===== config.mk =====
export PLATFORM = sky130hd
export DESIGN_NAME = serial_subtractor_flat
export DESIGN_NICKNAME = d
export VERILOG_FILES = /design/src/rtl/arith_pkg.sv /design/src/rtl/serial_subtractor_if.sv /design/src/rtl/full_subtractor.sv /design/src/rtl/serial_subtractor.sv /design/src/flat_wrapper.sv
export SDC_FILE = /design/constraint.sdc
export NUM_CORES = 1
export LEC_CHECK = 0
export CAP_MARGIN = 40
export CORE_ASPECT_RATIO = 1.1
export CORE_UTILIZATION = 30
export DETAILED_ROUTE_END_ITERATION = 8
export DONT_BUFFER_PORTS = 1
export MAX_ROUTING_LAYER = met4
export PLACE_DENSITY = 0.52
export SYNTH_ARGS = -nofsm -noshare
export SYNTH_HDL_FRONTEND = slang
export SYNTH_SLANG_ARGS = --single-unit

===== constraint.sdc =====
create_clock -name clk -period 1.56 [get_ports clk]
set_clock_uncertainty 0.1 [all_clocks]
set_input_delay 0.39 -clock clk [delete_from_list [all_inputs] [get_ports clk]]
set_output_delay 0.39 -clock clk [all_outputs]
set_load 0.02 [all_outputs]

===== src/rtl/arith_pkg.sv =====
// Shared arithmetic-unit definitions: serial FSM states, default width and
// the counter-width helper.
package arith_pkg;
  typedef enum logic [1:0] {IDLE, RUN, DONE} state_t;

  localparam int DEF_WIDTH = 8;

  // Bits needed to count bit positions 0..w-1; never narrower than 1.
  function automatic int cnt_width(input int w);
    return (w <= 2) ? 1 : $clog2(w);
  endfunction
endpackage


===== src/rtl/serial_subtractor_if.sv =====
// Start/done handshake and operand/result bus of the serial subtractor.
interface serial_subtractor_if #(parameter int WIDTH = arith_pkg::DEF_WIDTH);
  logic             start;
  logic [WIDTH-1:0] a;
  logic [WIDTH-1:0] b;
  logic             busy;
  logic             done;
  logic [WIDTH-1:0] diff;
  logic             borrow;
  logic             over_flow;

  modport master (output start, a, b, input busy, done, diff, borrow, over_flow);
  modport slave  (input start, a, b, output busy, done, diff, borrow, over_flow);
endinterface


===== src/rtl/full_subtractor.sv =====
// 1-bit full subtractor cell: d = a - b - bin with borrow out.
module full_subtractor (
  input  logic a,
  input  logic b,
  input  logic bin,
  output logic diff,
  output logic bout
);
  assign diff = a ^ b ^ bin;
  assign bout = (~a & b) | (~(a ^ b) & bin);
endmodule


===== src/rtl/serial_subtractor.sv =====
// Bit-serial a - b, LSB first, one bit per clock through a single cell.
// Results are loaded only on completion, so partial sums never show.
module serial_subtractor
  import arith_pkg::*;
#(
  parameter int WIDTH = DEF_WIDTH
) (
  input  logic                clk,
  input  logic                rst_n,
  serial_subtractor_if.slave  bus
);
  localparam int CW = cnt_width(WIDTH);

  state_t           state;
  logic [CW-1:0]    cnt;
  logic [WIDTH-1:0] a_sr, b_sr, d_sr;
  logic             bor;
  logic             msb_bin;
  logic [WIDTH-1:0] diff_q;
  logic             borrow_q;
  logic             busy_q, done_q;
  logic             cell_d, cell_bout;

  full_subtractor u_cell (
    .a    (a_sr[0]),
    .b    (b_sr[0]),
    .bin  (bor),
    .diff (cell_d),
    .bout (cell_bout)
  );

  always_ff @(posedge clk or negedge rst_n) begin
    if (!rst_n) begin
      state    <= IDLE;
      cnt      <= '0;
      a_sr     <= '0;
      b_sr     <= '0;
      d_sr     <= '0;
      bor      <= 1'b0;
      msb_bin  <= 1'b0;
      diff_q   <= '0;
      borrow_q <= 1'b0;
      busy_q   <= 1'b0;
      done_q   <= 1'b0;
    end else begin
      case (state)
        IDLE, DONE: begin
          done_q <= 1'b0;
          if (bus.start) begin
            a_sr   <= bus.a;
            b_sr   <= bus.b;
            d_sr   <= '0;
            cnt    <= '0;
            bor    <= 1'b0;
            busy_q <= 1'b1;
            state  <= RUN;
          end else begin
            state  <= IDLE;
          end
        end
        RUN: begin
          a_sr <= a_sr >> 1;
          b_sr <= b_sr >> 1;
          d_sr <= {cell_d, d_sr[WIDTH-1:1]};
          bor  <= cell_bout;
          cnt  <= cnt + CW'(1);
          if (cnt == CW'(WIDTH - 1)) begin
            // Last bit: bor is the borrow into the MSB, cell_bout the one out.
            diff_q   <= {cell_d, d_sr[WIDTH-1:1]};
            borrow_q <= cell_bout;
            msb_bin  <= bor;
            busy_q   <= 1'b0;
            done_q   <= 1'b1;
            state    <= DONE;
          end
        end
        default: state <= IDLE;
      endcase
    end
  end

  assign bus.busy      = busy_q;
  assign bus.done      = done_q;
  assign bus.diff      = diff_q;
  assign bus.borrow    = borrow_q;
  assign bus.over_flow = msb_bin ^ borrow_q;
endmodule


===== src/flat_wrapper.sv =====
// flat-port wrapper written by rule: the top's interface ports become plain ports
module serial_subtractor_flat import arith_pkg::*;
#(
  parameter int WIDTH = DEF_WIDTH
)
  (clk, rst_n, bus_start, bus_a, bus_b, bus_busy, bus_done, bus_diff, bus_borrow, bus_over_flow);
  serial_subtractor_if #(.WIDTH(WIDTH)) bus_i ();
  input  logic clk;
  input  logic rst_n;
  input wire logic [$bits(bus_i.start)-1:0] bus_start;
  input wire logic [$bits(bus_i.a)-1:0] bus_a;
  input wire logic [$bits(bus_i.b)-1:0] bus_b;
  output wire logic [$bits(bus_i.busy)-1:0] bus_busy;
  output wire logic [$bits(bus_i.done)-1:0] bus_done;
  output wire logic [$bits(bus_i.diff)-1:0] bus_diff;
  output wire logic [$bits(bus_i.borrow)-1:0] bus_borrow;
  output wire logic [$bits(bus_i.over_flow)-1:0] bus_over_flow;
  assign bus_i.start = bus_start;
  assign bus_i.a = bus_a;
  assign bus_i.b = bus_b;
  assign bus_busy = bus_i.busy;
  assign bus_done = bus_i.done;
  assign bus_diff = bus_i.diff;
  assign bus_borrow = bus_i.borrow;
  assign bus_over_flow = bus_i.over_flow;
  serial_subtractor #(.WIDTH(WIDTH)) u_core (.clk(clk), .rst_n(rst_n), .bus(bus_i));
endmodule

Yosys cells after proc, flatten, opt, wreduce, memory -nomap -nowiden
Cells that the tools add are included.
{"block": "word_totals", "ff_bits": 42, "latchBits": 0, "ramBits": 0, "romBits": 0, "in_bits": 19, "out_inout_bits": 12, "elab_cells": 50, "mem_count": 0}
{"block": "op_classes", "addsub": 1, "n_mul": 0, "div_mod_pow": 0, "n_lt_le_gt_ge": 0, "n_eq_ne": 5, "shifts": 0, "n_mux": 18, "bitwise_logic": 8, "reduce_logical": 7}
{"op": "one-hot mux 8 bit (2 select lines)", "n": 3}
{"op": "2-to-1 mux 8 bit", "n": 3}
{"op": "one-hot mux 1 bit (2 select lines)", "n": 3}
{"op": "one-hot mux 3 bit (2 select lines)", "n": 1}
{"op": "AND reduction 2 bit", "n": 3}
{"op": "2-to-1 mux 1 bit", "n": 5}
{"op": "one-hot mux 2 bit (2 select lines)", "n": 1}
{"op": "adder 3 x 1 -> 3 bit (second input constant)", "n": 1}
{"op": "equality test 3 bit (second input constant)", "n": 1}
{"op": "2-to-1 mux 3 bit", "n": 1}
{"op": "AND reduction 3 bit", "n": 1}
{"op": "XOR 1 bit", "n": 3}
{"op": "bitwise AND 1 bit", "n": 2}
{"op": "equality test 2 x 1 -> 1 bit (second input constant)", "n": 1}
{"op": "equality test 2 bit (second input constant)", "n": 1}
{"op": "logical NOT 2 bit", "n": 1}
{"op": "2-to-1 mux 2 bit", "n": 1}
{"op": "!= test 2 x 1 -> 1 bit (second input constant)", "n": 1}
{"op": "!= test 2 bit (second input constant)", "n": 1}
{"op": "inverter 1 bit", "n": 2}
{"op": "nonzero test 2 bit", "n": 1}
{"op": "OR reduction 2 bit", "n": 1}
{"op": "bitwise OR 1 bit", "n": 1}

Depth between registers and ports, before layout
Gate-level depths: netlist (run 1).
{"block": "logic_depth", "depth_word": 5, "mapped_depth": 5, "mapped_depth_nobuf": 5}

Modules after synthesis
A second synthesis (run 1) with hierarchy kept.
{"block": "hier_totals", "hier_cells": 155, "area_unflattened_um2": 1919.3}
{"mod": "serial_subtractor", "instances": 1, "cells_each": 151, "area_each_um2": 1888.1, "seq_area_each_um2": 1026.0}
{"mod": "full_subtractor", "instances": 1, "cells_each": 4, "area_each_um2": 31.3, "seq_area_each_um2": 0.0}

Worst setup path after synthesis (run 1)
OpenSTA, ideal clock, no wires.
{"block": "synth_timing", "path_kind": "reg-to-reg", "startpoint": "reg u_core.cnt[0]", "endpoint": "reg u_core.diff_q[0], in the netlist u_core.bus.diff[0]", "setup_time_ns": 0.125, "arrival_time_ns": 1.289, "required_ns": 1.335, "setup_slack_ns": 0.046, "path_stages_with_launch": 6, "n_path_buf": 0, "period_less_slack_ns": 1.514, "path_cell_list": "dfrtp_1 -> ha_1 -> ha_1 -> nand3b_4 -> inv_2 -> mux2_4"}
{"block": "synth_via", "elab_chain_len": 2}
{"element": "from (decl)", "line": "serial_subtractor.sv:15", "rtl": "logic [CW-1:0] cnt;"}
{"element": "from (signal assigned)", "line": "serial_subtractor.sv:66", "rtl": "cnt <= cnt + CW'(1);"}
{"element": "equality test 3 bit", "line": "serial_subtractor.sv:67", "rtl": "if (cnt == CW'(WIDTH - 1)) begin"}
{"element": "AND reduction 2 bit (no line)"}
{"element": "to (signal assigned)", "line": "serial_subtractor.sv:69", "rtl": "diff_q <= {cell_d, d_sr[WIDTH-1:1]};"}
{"element": "to (decl)", "line": "serial_subtractor.sv:19", "rtl": "logic [WIDTH-1:0] diff_q;"}
Every way passes these cells.
A chain may end at the register's enable or synchronous reset.

Worst setup path after layout (run 1)
{"block": "layout_timing", "startpoint": "reg u_core.borrow_q, in the netlist u_core.bus.borrow", "endpoint": "out bus_over_flow"}
{"block": "layout_via", "elab_chain_len": 1}
{"element": "from (decl)", "line": "serial_subtractor.sv:20", "rtl": "logic borrow_q;"}
{"element": "from (signal assigned)", "line": "serial_subtractor.sv:70", "rtl": "borrow_q <= cell_bout;"}
{"element": "XOR 1 bit", "line": "serial_subtractor.sv:86", "rtl": "assign bus.over_flow = msb_bin ^ borrow_q;"}
{"element": "to (decl)", "line": "flat_wrapper.sv:17", "rtl": "output wire logic [$bits(bus_i.over_flow)-1:0] bus_over_flow;"}
Every way passes these cells.

==> results.md, run 1 <==
- Status: complete, no violations
- First-pass GRT wire length: 6.43 mm
- Starting DRT DRC Count: 27
- CTS buffer count: 5
- Floorplan row count: 31
- Min Tclk post-route: 1.56 ns
- DP HPWL: 2.69 mm
- Die ar.: 7320 sq um
- Mapped Nets: 177
- Total number of vias: 1194
- Top area cells in the synthesized netlist: dfrtp_1, mux2i_1, mux2_2
- NumNets Final: 187
- Slew @ Worst Pin: 0.370 ns
- Area occupied by multi-input gates: 976 sq um
- Post-Route WL: 3.97 mm
- Top-area cell type share of the netlist area: 0.490
- Port bufs: 0
- Reg2reg start: u_core.cnt[1]
- Largest family of logic cells by synthesized area: multiplexers
- Initial antenna violation count: 0
- Setup crit start: u_core.bus.borrow
- I/O pin total: 31
- # clock sinks: 41
- Syn-to-layout area delta: 11.1%
- Most common cell after layout, fill and taps aside: mux2i_1
- Crit path capture type: primary output
- Clock tree buffer depth: 2
- Pwr Total: 4340 uW
- Startpoint types: flop
- Mux contribution to synthesized area: 0.348
- Vias per inst: 4.81
- Cell variety after synth: 24
- Die extent in x: 81.7 um
- Placer Congestion: 0.678
- Compound-Gate Fraction of Synth Area: 0.0358
- Fin. max-slew vios: 0
- DRT Pass-1 Iters: 4
- Worst EP required: 1.07 ns
- ANT nets after route: 0
- Final period util: 0.999
- CTS H-tree lvls: 2
- Post-layout util: 0.349
- FF+latch count, synth: 41
- Syn. warnings: 0
- Power share of the sequential group: 0.479
- CP endpoint: bus_over_flow
- Simple-gate area share of the yosys netlist: 0.0454
- Worst path arrival time: 1.07 ns
- RSZ-0062 raised after global routing: yes
- Mean Syn Cell Area: 13.5 sq um
- Fmax: 0.642 GHz
- CTS tree: built
- Clock latency on the worst-skew pair: 0.30 ns
- Clk network pwr share: 0.161
- Die height: 89.6 um
- Core Box Area: 6670 sq um
- CP Class: flop to primary output
- Largest net degree at the start of global routing: 42
- Cell count after placement: 235
- Yosys top cell by area: dfrtp_1
- RR Endpoint: u_core.msb_bin
- Final std cells w/o fill: 248
- # fillers: 666
- Post-Synth Adder-Cell Area: 0.0215
- Worst r2r path cells: 5
- Net switching power figure: 1600 uW
- Sw frac: 0.369
- Leading cell types in the layout, fill and taps excluded: mux2i_1, dfrtp_1, buf_4
- P_int: 2740 uW
- Slew headroom: 0.753
- Total area of sequential cells: 1030 sq um
- Clk slew on worst S/H paths: 0.09 ns
- Post-DR wirelength/cell: 16.0 um
- Worst hold path class: primary input to flop
- FF-to-FF setup slack: 0.01 ns
- Root buffer cell: clkbuf_8
- LEAKAGE: 0.00112 uW
- Peak fanout along the critical path: 3
- Share of cells above drive strength 1: 0.229
- XOR/XNOR Fraction of Synth Area: 0.00836
- Mapped cell area: 2090 sq um
- Gr usage total: 0.123
- PwrDens: 1860 nW/um^2
- Combinational Power Share: 0.361
- DRC viols: 0
- ANT cells: 0
- MaxCap Viol Count: 0
- Final Hold Viols: 0
- Final setup viols: 0
- Vias in the first global route: 1212
- Peak VDD IR: 528 uV
- Initial Util: 0.314
- Synth Instances: 155
- GRT overflow: 0
- Sequential fraction of the synthesis area: 0.490
[registers in the layout, summed over array words and instances, names as in the netlist]
signal             count
u_core.a_sr            8
u_core.d_sr            7
u_core.bus.borrow      1
u_core.bor             1
u_core.bus.done        1
u_core.b_sr            8
u_core.bus.busy        1
u_core.state           2
u_core.bus.diff        8
u_core.cnt             3
u_core.msb_bin         1
[cell usage after synthesis]
library cell  count
inv_2             1
mux2i_1          57
ha_1              2
fa_1              1
buf_6             1
buf_2             6
o21ai_0           3
o21bai_1          1
inv_1             4
nand3b_4          1
buf_4             1
a22o_1            4
mux2_2           10
buf_12            2
xnor2_1           1
nor2_1            2
dfrtp_1          41
a32o_1            1
o21a_1            1
mux2_4            3
and2b_1           1
nand2b_1          8
xor2_1            1
nand3_1           2
[per-layer routing]
metal / track usage / wire length [um] / vias to the layer above / share of wire
li1: - / - / 567 / -
met1: 0.147 / 1730 / 602 / 0.43
met2: 0.200 / 2040 / 20 / 0.51
met3: 0.0323 / 154 / 5 / 0.039
met4: 0.0478 / 50 / 0 / 0.013
met5: - / 0 / - / 0
[cells by family after synthesis]
kind of cell / count (synthesis)
mux: 70
flops: 41
buf+inv: 15
simple gates: 14
compound gates: 10
fa+ha+maj: 3
xor+xnor: 2
[power groups by stage]
stage,combinational [uW],clock [uW],sequential [uW]
6_report,1560,696,2080
5_1_grt,1740,777,2150
4_1_cts,1540,730,2070
3_5_place_dp,1470,0,2090
3_3_place_gp,1400,0,2070
2_1_floorplan,1270,0,1940
[cell type report]
type                    count  area share
inverters                   5     0.00914
clock inverters             3     0.00753
flip-flops and latches     41       0.442
multi-input cells          99       0.420
clock buffers               5      0.0296
well taps                  82      0.0441
repair buffers             13      0.0484
[through the flow]
stage / TNS [ns] / hold slack [ns] / setup WS, ns / instance area [sq um]
CTS: -0.0209 / 0.131 / -0.0209 / 2310
finish: 0 / 0.146 / 0.00119 / 2330
floorplan: 0 / -0.00559 / 0.0458 / 2090
detailed placement: -0.0821 / -0.00416 / -0.0416 / 2170
global placement: 0 / -0.00430 / 0.0178 / 2170
global route: -0.122 / 0.131 / -0.0520 / 2330
[worst max-delay path: stages (launching register included)]
cell and delay [ns]:
dfrtp_2 0.47, xor2_1 0.15, buf_4 0.16
[worst min path at each step]
stage	from	endpoint	slack, ns	cells past startpoint
floorplan	rst_n	u_core.a_sr[0]	-0.006	0
finish	bus_start	u_core.bus.busy	0.15	2
detailed placement	rst_n	u_core.bus.borrow	-0.004	0
global route	bus_start	u_core.state[0]	0.13	1
global placement	rst_n	u_core.bus.borrow	-0.004	0
CTS	bus_start	u_core.bus.busy	0.13	2
[repair_timing]
| item | 4_1_cts | 5_1_grt |
|---|---|---|
| setup buffers | 2 | 1 |
| hold buffers | 2 | 0 |
| setup endpoints to repair | 4 | 5 |
| hold endpoints to repair | 41 | 0 |
| pin swaps | 1 | 0 |
| gates resized for setup | 3 | 2 |
Note: power is estimated with default switching activity, not from simulation.
==> run 2: changes to the inputs <==
--- a/config.mk
+++ b/config.mk
@@ -11,7 +11,8 @@
 export DETAILED_ROUTE_END_ITERATION = 8
 export DONT_BUFFER_PORTS = 1
 export MAX_ROUTING_LAYER = met4
-export PLACE_DENSITY = 0.52
+export PLACE_DENSITY = 0.51
+export SLEW_MARGIN = 20
 export SYNTH_ARGS = -nofsm -noshare
 export SYNTH_HDL_FRONTEND = slang
 export SYNTH_SLANG_ARGS = --single-unit
==> constraint.sdc (replaced) <==
create_clock -name clk -period 2 [get_ports clk]
set_clock_uncertainty 0.1 [all_clocks]
set_input_delay 0.5 -clock clk [delete_from_list [all_inputs] [get_ports clk]]
set_output_delay 0.5 -clock clk [all_outputs]
set_load 0.02 [all_outputs]
==> run 2 against run 1 <==
Clock-buffer cell count unchanged. Via count decreased by 1.6%. Worst setup slack improved by 0.20 ns. Sequential share of layout area increased by 1.2 points. Combinational power decreased by 29%. Highest routed layer unchanged. Die area unchanged. Clock power decreased by 23%. Global-route usage decreased by 0.42 points. Register-to-register slack improved by 0.37 ns. Hold slack improved by 0.11 ns.
==> results.md, run 2 (synthesis gave the netlist of run 1 again) <==
- Status: complete, no violations
- Share of cells above drive strength 1: 0.181 (-0.0477)
- Setup TNS: 0 ns (unchanged)
- Floorplan row count: 31 (unchanged)
- Vias per inst: 4.86 (+0.85%)
- Placer Congestion: 0.675 (-0.44%)
- DRC viols: 0 (unchanged)
- Slew headroom: 0.707 (-0.0460)
- Root buffer cell: clkbuf_8
- RSZ-0062 raised after global routing: no
- Clock tree buffer depth: 2 (unchanged)
- Startpoint types: flop
- Leading cell types in the layout, fill and taps excluded: mux2i_1, dfrtp_1, mux2_2
- Final Hold Viols: 0 (unchanged)
- Final period util: 0.899
- DRT Pass-1 Iters: 4 (unchanged)
- # clock sinks: 41 (unchanged)
- Crit path capture type: primary output
- Port bufs: 0 (unchanged)
- Worst EP required: 1.40 ns (+0.33 ns)
- Syn-to-layout area delta: 8.00%
- Worst hold margin: 0.259 ns (+0.113 ns)
- Area occupied by multi-input gates: 961 sq um (-1.5%)
- Worst path arrival time: 1.20 ns (+0.13 ns)
- ANT nets after route: 0 (unchanged)
- MaxCap Viol Count: 0 (unchanged)
- Vias in the first global route: 1279 (+5.5%)
- Cts hold-fix bufs: 2 (unchanged)
- Final setup viols: 0 (unchanged)
- WHS Path Cells: 1 (-1)
- Starting DRT DRC Count: 25 (-7.4%)
- PwrDens: 1430 nW/um^2 (-23%)
- Initial Util: 0.314 (unchanged)
- # fillers: 677 (+1.7%)
- CTS H-tree lvls: 2 (unchanged)
- Worst hold path class: primary input to flop
- I/O pin total: 31 (unchanged)
- GRT overflow: 0 (unchanged)
- Largest net degree at the start of global routing: 42 (unchanged)
- Min Tclk post-route: 1.80 ns
- Worst r2r path cells: 5 (unchanged)
- Pwr Total: 3230 uW (-25%)
- Post-layout util: 0.339 (-0.00956)
- Core Box Area: 6670 sq um (unchanged)
- Initial antenna violation count: 0 (unchanged)
- Die extent in x: 81.7 um (unchanged)
- Total number of vias: 1175 (-1.6%)
- Setup Fix Bufs, Post-CTS: 0 (-2)
- ANT cells: 0 (unchanged)
- CP Class: flop to primary output
- Peak VDD IR: 434 uV (-18%)
- Die height: 89.6 um (unchanged)
- FF-to-FF setup slack: 0.38 ns (+0.37 ns)
- Worst path depth: 1 (-1)
- Post_cts resized: 0 (-3)
- Gr usage total: 0.119 (-0.00418)
- Clock latency on the worst-skew pair: 0.29 ns (about the same)
- Die ar.: 7320 sq um (unchanged)
- Clk slew on worst S/H paths: 0.08 ns (about the same)
- Worst path max stage delay: 0.49 ns (+0.02 ns)
- Crit path cell chain: xor2_1
- LEAKAGE: 0.00109 uW (-2.3%)
- Slew @ Worst Pin: 0.438 ns (+0.0676 ns)
- First-pass GRT wire length: 6.44 mm (+0.11%)
- NumNets Final: 181 (-3.2%)
- WP buf/inv: 0 (-1)
- Peak fanout along the critical path: 3 (unchanged)
- CTS tree: built
- Fin. max-slew vios: 0 (unchanged)
- Delay-heaviest family, CP: flip-flops
- Most common cell after layout, fill and taps aside: mux2i_1
- Post-DR wirelength/cell: 15.5 um (-3.0%)
- CTS buffer count: 5 (unchanged)
- Critical path's slowest cell: dfrtp_1
- Fmax: 0.556 GHz
- Total area of sequential cells: 1030 sq um (-0.12%)
- DP HPWL: 2.59 mm (-3.9%)
- Post-Route WL: 3.76 mm (-5.3%)
==> run 2: worst paths after layout <==
kind,startpoint,to
max,u_core.bus.borrow,bus_over_flow
min,bus_start,u_core.state[0]
max reg2reg,u_core.cnt[0],u_core.msb_bin
min reg2reg,u_core.cnt[1],u_core.cnt[1]
max in group asynchronous,rst_n,u_core.bus.diff[4]
min in group asynchronous,rst_n,u_core.bus.diff[0]
==> run 2: layer usage <==
metal,routed length (um),track usage,part of all wire,vias up
met3,138,0.0333,0.037,5
met1,1680,0.144,0.45,600
met2,1880,0.195,0.50,16
li1,-,-,-,554
met4,53,0.0335,0.014,0
met5,0,-,0,-
==> run 2: layout make-up <==
class / count / share of cell area
inverters: 5 / 0.00830
multi-input cells: 99 / 0.425
repair buffers: 7 / 0.0299
flip-flops and latches: 41 / 0.454
clock inverters: 3 / 0.00774
clock buffers: 5 / 0.0304
well taps: 82 / 0.0454
==> run 2: power by group <==
| group | leakage (uW) | internal [uW] | switching [uW] |
|---|---|---|---|
| sequential | 0.000520 | 1180 | 415 |
| combinational | 0.000525 | 621 | 480 |
| clock | 0.0000439 | 241 | 294 |
| total | 0.00109 | 2040 | 1190 |
==> run 2: metrics by stage <==
| stage | setup slack (ns) | cells | instance area [sq um] |
|---|---|---|---|
| final | 0.202 | 242 | 2260 |
| after CTS | 0.178 | 242 | 2260 |
| after floorplan | 0.486 | 155 | 2090 |
| after detailed placement | 0.388 | 232 | 2150 |
| after global routing | 0.153 | 242 | 2260 |
| after global placement | 0.431 | 232 | 2150 |
